===== src/rtl/pipe_cla_pkg.sv =====
`default_nettype none
// ============================================================================
// Module      : pipe_cla_pkg
// Description : Shared pipeline record type and saturation constants for
//               pipe_cla_adder.
// Revision    : 1.0 - initial release
// ============================================================================
package pipe_cla_pkg;

    // Upper bound on WIDTH; records are sized to it so one type serves all builds.
    localparam int MAX_W = 64;

    typedef struct packed {
        logic             valid;
        logic             sub;
        logic             carry;
        logic [MAX_W-1:0] psum;
        logic [MAX_W-1:0] opa;
        logic [MAX_W-1:0] opb;
    } stage_rec_t;

    function automatic logic [MAX_W-1:0] sat_pos(input int w);
        logic [MAX_W-1:0] v;
        v = '0;
        for (int i = 0; i < MAX_W; i++) begin
            if (i < w - 1) v[i] = 1'b1;
        end
        return v;
    endfunction

    function automatic logic [MAX_W-1:0] sat_neg(input int w);
        logic [MAX_W-1:0] v;
        v = '0;
        for (int i = 0; i < MAX_W; i++) begin
            if (i == w - 1) v[i] = 1'b1;
        end
        return v;
    endfunction

endpackage
`default_nettype wire


===== src/rtl/pipe_cla_adder_if.sv =====
`default_nettype none
// ============================================================================
// Module      : pipe_cla_adder_if
// Description : Operand/result handshake bundle for pipe_cla_adder.
// Revision    : 1.0 - initial release
// ============================================================================
interface pipe_cla_adder_if #(
    parameter int WIDTH = 16
) ();

    logic [WIDTH-1:0] inA;
    logic [WIDTH-1:0] inB;
    logic             cIn;
    logic             sub;
    logic             in_valid;
    logic             in_ready;
    logic [WIDTH-1:0] sum;
    logic             cOut;
    logic             ofl;
    logic             zero;
    logic             out_valid;
    logic             out_ready;

    modport master (
        output inA, inB, cIn, sub, in_valid, out_ready,
        input  in_ready, sum, cOut, ofl, zero, out_valid
    );

    modport slave (
        input  inA, inB, cIn, sub, in_valid, out_ready,
        output in_ready, sum, cOut, ofl, zero, out_valid
    );

endinterface
`default_nettype wire


===== src/rtl/pipe_cla_adder_chunk.sv =====
`default_nettype none
// ============================================================================
// Module      : cla_chunk
// Description : Combinational W-bit generate/propagate lookahead adder with
//               carry-out and carry-into-MSB outputs.
// Revision    : 1.0 - initial release
// ============================================================================
module cla_chunk #(
    parameter int W = 4
) (
    input  logic [W-1:0] a_i,
    input  logic [W-1:0] b_i,
    input  logic         c_i,
    output logic [W-1:0] s_o,
    output logic         cout_o,
    output logic         cmsb_o
);

    logic [W-1:0] w_g;
    logic [W-1:0] w_p;
    logic [W:0]   w_c;
    logic         w_acc_g;
    logic         w_acc_p;

    // Each carry is the flattened group generate/propagate back to c_i.
    always_comb begin
        w_g     = a_i & b_i;
        w_p     = a_i ^ b_i;
        w_c     = '0;
        w_c[0]  = c_i;
        w_acc_g = 1'b0;
        w_acc_p = 1'b0;
        for (int i = 0; i < W; i++) begin
            w_acc_g = w_g[i];
            w_acc_p = w_p[i];
            for (int j = i - 1; j >= 0; j--) begin
                w_acc_g = w_acc_g | (w_acc_p & w_g[j]);
                w_acc_p = w_acc_p & w_p[j];
            end
            w_c[i+1] = w_acc_g | (w_acc_p & c_i);
        end
    end

    assign s_o    = w_p ^ w_c[W-1:0];
    assign cout_o = w_c[W];
    assign cmsb_o = w_c[W-1];

endmodule
`default_nettype wire


===== src/rtl/pipe_cla_adder.sv =====
`default_nettype none
// ============================================================================
// Module      : pipe_cla_adder
// Description : NSTG-stage pipelined lookahead adder/subtractor with valid/
//               ready flow control. Define PIPE_CLA_SAT_EN for signed
//               saturation of overflowing results.
// Revision    : 1.0 - initial release
// ============================================================================
module pipe_cla_adder
    import pipe_cla_pkg::*;
#(
    parameter int WIDTH = 16,
    parameter int CHUNK = 4
) (
    input  logic            clk,
    input  logic            rst,
    pipe_cla_adder_if.slave bus
);

    localparam int NSTG = WIDTH / CHUNK;

    if ((WIDTH % CHUNK) != 0 || NSTG < 2 || WIDTH > MAX_W) begin : g_cfg_check
        $error("pipe_cla_adder: unsupported WIDTH/CHUNK combination");
    end

    logic             advance;
    stage_rec_t       w_in_rec;
    stage_rec_t       w_src   [NSTG];
    stage_rec_t       stage_d [NSTG-1];
    stage_rec_t       stage_q [NSTG-1];
    logic [CHUNK-1:0] w_s     [NSTG];
    logic [NSTG-1:0]  w_co;
    logic [NSTG-1:0]  w_cm;
    logic [WIDTH-1:0] w_fsum;
    logic [WIDTH-1:0] sum_d;
    logic             ofl_d;
    logic [WIDTH-1:0] sum_q;
    logic             cout_q;
    logic             ofl_q;
    logic             zero_q;
    logic             out_valid_q;
    logic             w_unused;

    assign advance      = !out_valid_q || bus.out_ready;
    assign bus.in_ready = advance;

    // Subtraction enters as A + ~B with a forced carry-in of 1.
    always_comb begin
        w_in_rec       = '0;
        w_in_rec.valid = bus.in_valid;
        w_in_rec.sub   = bus.sub;
        w_in_rec.carry = bus.sub | bus.cIn;
        w_in_rec.opa   = MAX_W'(bus.inA);
        w_in_rec.opb   = MAX_W'(bus.sub ? ~bus.inB : bus.inB);
    end

    assign w_src[0] = w_in_rec;

    for (genvar k = 0; k < NSTG; k++) begin : g_stage
        if (k > 0) begin : g_link
            assign w_src[k] = stage_q[k-1];
        end

        cla_chunk #(
            .W (CHUNK)
        ) u_chunk (
            .a_i    (w_src[k].opa[k*CHUNK +: CHUNK]),
            .b_i    (w_src[k].opb[k*CHUNK +: CHUNK]),
            .c_i    (w_src[k].carry),
            .s_o    (w_s[k]),
            .cout_o (w_co[k]),
            .cmsb_o (w_cm[k])
        );
    end

    always_comb begin
        for (int k = 0; k < NSTG - 1; k++) begin
            stage_d[k]                         = w_src[k];
            stage_d[k].psum[k*CHUNK +: CHUNK]  = w_s[k];
            stage_d[k].carry                   = w_co[k];
        end
    end

    always_comb begin
        w_fsum                                = WIDTH'(w_src[NSTG-1].psum);
        w_fsum[(NSTG-1)*CHUNK +: CHUNK]       = w_s[NSTG-1];
        ofl_d                                 = w_co[NSTG-1] ^ w_cm[NSTG-1];
`ifdef PIPE_CLA_SAT_EN
        // A wrapped negative sign on overflow means the true result was positive.
        if (ofl_d) begin
            sum_d = w_fsum[WIDTH-1] ? WIDTH'(sat_pos(WIDTH)) : WIDTH'(sat_neg(WIDTH));
        end else begin
            sum_d = w_fsum;
        end
`else
        sum_d = w_fsum;
`endif
    end

    always_ff @(posedge clk) begin
        if (rst) begin
            for (int k = 0; k < NSTG - 1; k++) begin
                stage_q[k] <= '0;
            end
            sum_q       <= '0;
            cout_q      <= 1'b0;
            ofl_q       <= 1'b0;
            zero_q      <= 1'b0;
            out_valid_q <= 1'b0;
        end else if (advance) begin
            for (int k = 0; k < NSTG - 1; k++) begin
                stage_q[k] <= stage_d[k];
            end
            sum_q       <= sum_d;
            cout_q      <= w_co[NSTG-1];
            ofl_q       <= ofl_d;
            zero_q      <= w_src[NSTG-1].valid && (sum_d == '0);
            out_valid_q <= w_src[NSTG-1].valid;
        end
    end

    assign bus.sum       = sum_q;
    assign bus.cOut      = cout_q;
    assign bus.ofl       = ofl_q;
    assign bus.zero      = zero_q;
    assign bus.out_valid = out_valid_q;

    // Fully consumed operand chunks and intermediate MSB carries have no reader.
    assign w_unused = ^{w_src[NSTG-1], w_cm};

endmodule
`default_nettype wire


===== src/flat_wrapper.sv =====
// flat-port wrapper written by rule: the top's interface ports become plain ports
module pipe_cla_adder_flat import pipe_cla_pkg::*;
#(
    parameter int WIDTH = 16,
    parameter int CHUNK = 4
)
  (clk, rst, bus_inA, bus_inB, bus_cIn, bus_sub, bus_in_valid, bus_out_ready, bus_in_ready, bus_sum, bus_cOut, bus_ofl, bus_zero, bus_out_valid);
  pipe_cla_adder_if #(.WIDTH(WIDTH)) bus_i ();
  input  logic clk;
  input  logic rst;
  input wire logic [$bits(bus_i.inA)-1:0] bus_inA;
  input wire logic [$bits(bus_i.inB)-1:0] bus_inB;
  input wire logic [$bits(bus_i.cIn)-1:0] bus_cIn;
  input wire logic [$bits(bus_i.sub)-1:0] bus_sub;
  input wire logic [$bits(bus_i.in_valid)-1:0] bus_in_valid;
  input wire logic [$bits(bus_i.out_ready)-1:0] bus_out_ready;
  output wire logic [$bits(bus_i.in_ready)-1:0] bus_in_ready;
  output wire logic [$bits(bus_i.sum)-1:0] bus_sum;
  output wire logic [$bits(bus_i.cOut)-1:0] bus_cOut;
  output wire logic [$bits(bus_i.ofl)-1:0] bus_ofl;
  output wire logic [$bits(bus_i.zero)-1:0] bus_zero;
  output wire logic [$bits(bus_i.out_valid)-1:0] bus_out_valid;
  assign bus_i.inA = bus_inA;
  assign bus_i.inB = bus_inB;
  assign bus_i.cIn = bus_cIn;
  assign bus_i.sub = bus_sub;
  assign bus_i.in_valid = bus_in_valid;
  assign bus_i.out_ready = bus_out_ready;
  assign bus_in_ready = bus_i.in_ready;
  assign bus_sum = bus_i.sum;
  assign bus_cOut = bus_i.cOut;
  assign bus_ofl = bus_i.ofl;
  assign bus_zero = bus_i.zero;
  assign bus_out_valid = bus_i.out_valid;
  pipe_cla_adder #(.WIDTH(WIDTH), .CHUNK(CHUNK)) u_core (.clk(clk), .rst(rst), .bus(bus_i));
endmodule

===== config.mk =====
export PLATFORM = sky130hd
export DESIGN_NAME = pipe_cla_adder_flat
export DESIGN_NICKNAME = d
export VERILOG_FILES = /design/src/rtl/pipe_cla_pkg.sv /design/src/rtl/pipe_cla_adder_if.sv /design/src/rtl/pipe_cla_adder_chunk.sv /design/src/rtl/pipe_cla_adder.sv /design/src/flat_wrapper.sv
export SDC_FILE = /design/constraint.sdc
export NUM_CORES = 1
export LEC_CHECK = 0
export ABC_AREA = 0
export ABC_CLOCK_PERIOD_IN_PS = 5700
export CORE_MARGIN = 2
export CORE_UTILIZATION = 40
export DETAILED_ROUTE_END_ITERATION = 8
export GPL_TIMING_DRIVEN = 0
export PLACE_DENSITY = 0.65
export SLEW_MARGIN = 20
export SYNTH_ARGS = -nofsm -noshare
export SYNTH_HDL_FRONTEND = slang
export SYNTH_HIERARCHICAL = 1
export SYNTH_SLANG_ARGS = --single-unit

===== constraint.sdc =====
create_clock -name clk -period 5.7 [get_ports clk]
set_input_delay 1.14 -clock clk [delete_from_list [all_inputs] [get_ports clk]]
set_output_delay 1.14 -clock clk [all_outputs]
set_load 0.01 [all_outputs]

==> results.json <==
{
  "max_stage_delay_ns": 0.53,
  "worst_slack_ns": 1.95,
  "crit_type": "input port to output pin",
  "p_per_area_mw_per_mm2": 285,
  "post-route-period-util_pct": 65.9,
  "yosys.area.top_type_share_pct": 53.0,
  "ir_worst_vdd_mv": 0.113,
  "netlist_area_sq_mm": 0.00442,
  "drc": 0,
  "ioPinCount": 59,
  "critical_path_required_ns": 4.56,
  "cts_max_level": 3,
  "synth_cell_types": 31,
  "critPathMaxFanout": 10,
  "slew_headroom_pct": 62.1,
  "design.die.area_sq_mm": 0.0119,
  "dp_hpwl_um": 5410,
  "maxCapViolCount": 0,
  "overflow": 0,
  "place.gp.congestion": 0.790,
  "fin_nets": 481,
  "ant_nets": 0,
  "synth-seq-area-share_pct": 62.1,
  "avgSynthCellArea_sq_um": 12.5,
  "drt_iter0_markers": 124,
  "drive_gt1_share_pct": 9.35,
  "crit_path_top_delay_cell": "clkdlybuf4s50_1",
  "rsz0062_at_grt": "no",
  "detailroute.via_count": 2687,
  "async_reset_ff_share_pct": 0,
  "grt_pass1_vias": 2534,
  "ff2ff_path_depth": 6,
  "yosys-top-cells-count": "edfxtp_1 (78), and3_1 (66), nand2_1 (35)",
  "ctsLongestPathBuffers": 2,
  "worstPathArrival_ns": 2.61,
  "synthCells": 354,
  "grt.total_usage_pct": 13.0,
  "cts_sinks": 98,
  "cts-root-buf": "clkbuf_8",
  "avgRoutedWirePerCell_um": 12.8,
  "dr.pass1.iters": 4,
  "cts_made_buffers": 9,
  "cts_hold_buf": 0,
  "crit_buf_inv": 5,
  "hold_path_depth": 2,
  "yosysMostFrequentCell": "edfxtp_1",
  "area.growth.synth_to_final_pct": 23.3,
  "yosys_warnings": 6,
  "hold_class": "flop to flop",
  "cts_resized": 0,
  "numPortBuffers": 57,
  "sw_frac_of_total_pct": 20.3,
  "start_util_pct": 40.9,
  "worstPathCellList": "clkdlybuf4s50_1 > nor2b_4 > inv_4 > buf_6 > buf_6 > clkdlybuf4s50_1",
  "cp.depth": 6,
  "skew_ns": 0.0103,
  "cp-end-kind": "output pin",
  "drv_slew": 0,
  "synth_edf_count": 78,
  "coreArea_sq_mm": 0.0108,
  "clk_pin_slew_ns": 0.08,
  "setup_tns_ns": 0,
  "start_kind": "input port",
  "seqPwrFrac_pct": 54.3,
  "fin_area_sq_mm": 0.00545,
  "totalWireLength_um": 7280,
  "grt_max_degree": 45,
  "fmax_mhz": 266,
  "grt_pass1_wl_um": 12000,
  "power.internal_mw": 1.24,
  "leakagePower_nw": 2.41,
  "synth_top_cell_by_area": "edfxtp_1",
  "placed_area_sq_mm": 0.00519,
  "post_cts_buffers": 0,
  "postLayoutCoreUtil_pct": 50.5,
  "finalSetupViolCount": 0,
  "syn-num-nets": 412,
  "row_count": 38,
  "ys_top_cells_by_area": "edfxtp_1 (53%), and3_1 (9.3%), dfxtp_1 (9.1%)",
  "period_minus_slack_ns": 3.75,
  "die_x_um": 109,
  "antenna_found_initial": 0,
  "p_comb_share_pct": 11.2,
  "tritoncts": "yes",
  "hold_viol": 0,
  "p_sw_mw": 0.315,
  "status": "finished clean",
  "tightest_slew_ns": 0.568,
  "clkLatencyLatePin_ns": 0.35,
  "dp_slack_ns": 1.95,
  "diodes": 0,
  "total_power_mw": 1.55,
  "synth_top_flop_cell": "edfxtp_1",
  "pwr-share-clk_pct": 34.6,
  "ys_ff_latch": 98,
  "cp_top_family": "buffers and inverters",
  "die_y_um": 109,
  "via_per_inst": 4.73
}
placed cells by master, fill, tap and decap left out, drive strengths merged, types with 3 or more instances in the layout:
master and count:
edfxtp 78, and3 66, clkdlybuf4s50 57, nand2 36, nor2 24, clkbuf 24, dfxtp 20, a21oi 17
xnor2 16, ha 16, inv 15, xor2 13, buf 12, a211oi 5, o21ai 4, o21bai 4
a21o 4, fa 4, bufinv 3
layout make-up:
class                      count  area, sq um
sequential                    98         2740
clock inverter                 4         97.6
inverter                      15         58.8
clock buffer                  12          156
tap                          140          175
buffer                        23          135
timing repair buffer          58          591
multi-input combinational    218         1490
fill                         975         5350
sequential cells by signal, indices dropped and copies added (netlist names):
signal / flops
u_core/bus.cOut: 1
u_core/bus.ofl: 1
u_core/bus.out_valid: 1
u_core/bus.sum: 16
u_core/bus.zero: 1
u_core/stage_q: 78
metal layers:
metal  part of all wire [%]  global-route usage, %
met1                     48                   17.3
met2                     45                   20.9
met3                    4.7                   2.33
met4                    2.0                   5.77
met5                      0                      0
tightest hold or removal path: cells and delay by family, from the launching register on:
family / cells / cell delay [ns]
AO/OA/AOI/OAI: 1 / 0.05
AND/OR/NAND/NOR: 1 / 0.05
flip-flops: 1 / 0.32
metrics by stage:
step	hold WS, ns	cells
3_5_place_dp	0.445	552
6_report	0.454	568
4_1_cts	0.455	568
2_1_floorplan	0.449	354
5_1_grt	0.466	568
3_3_place_gp	0.440	551
power groups by stage:
stage               Clock, mW  Sequential [mW]  Combinational, mW
global route            0.578            0.848              0.194
global placement            0            0.860              0.171
detailed placement          0            0.860              0.174
finish                  0.537            0.843              0.174
CTS                     0.551            0.844              0.175
floorplan                   0            0.858              0.106
cells by family (layout without fill, tap and decap cells):
| kind of cell | count (synthesis) | after routing | synth area share (%) |
|---|---|---|---|
| AND/OR/NAND/NOR | 134 | 134 | 15.8 |
| flip-flops | 98 | 98 | 62.1 |
| buffers and inverters | 38 | 112 | 4.39 |
| AO/OA/AOI/OAI | 35 | 35 | 5.64 |
| XOR/XNOR | 29 | 29 | 5.75 |
| adder cells (fa/ha/maj) | 20 | 20 | 6.34 |
final timing paths:
path / from / slack (ns) / to
worst max-delay path: bus_out_ready / 1.95 / bus_in_ready
worst min-delay path: u_core/bus.sum[14] / 0.45 / u_core/bus.sum[14]
worst max register to register: u_core/stage_q[0][466] / 3.87 / u_core/bus.ofl
worst min register to register: u_core/bus.sum[14] / 0.45 / u_core/bus.sum[14]
Note: power is estimated with default switching activity, not from simulation.
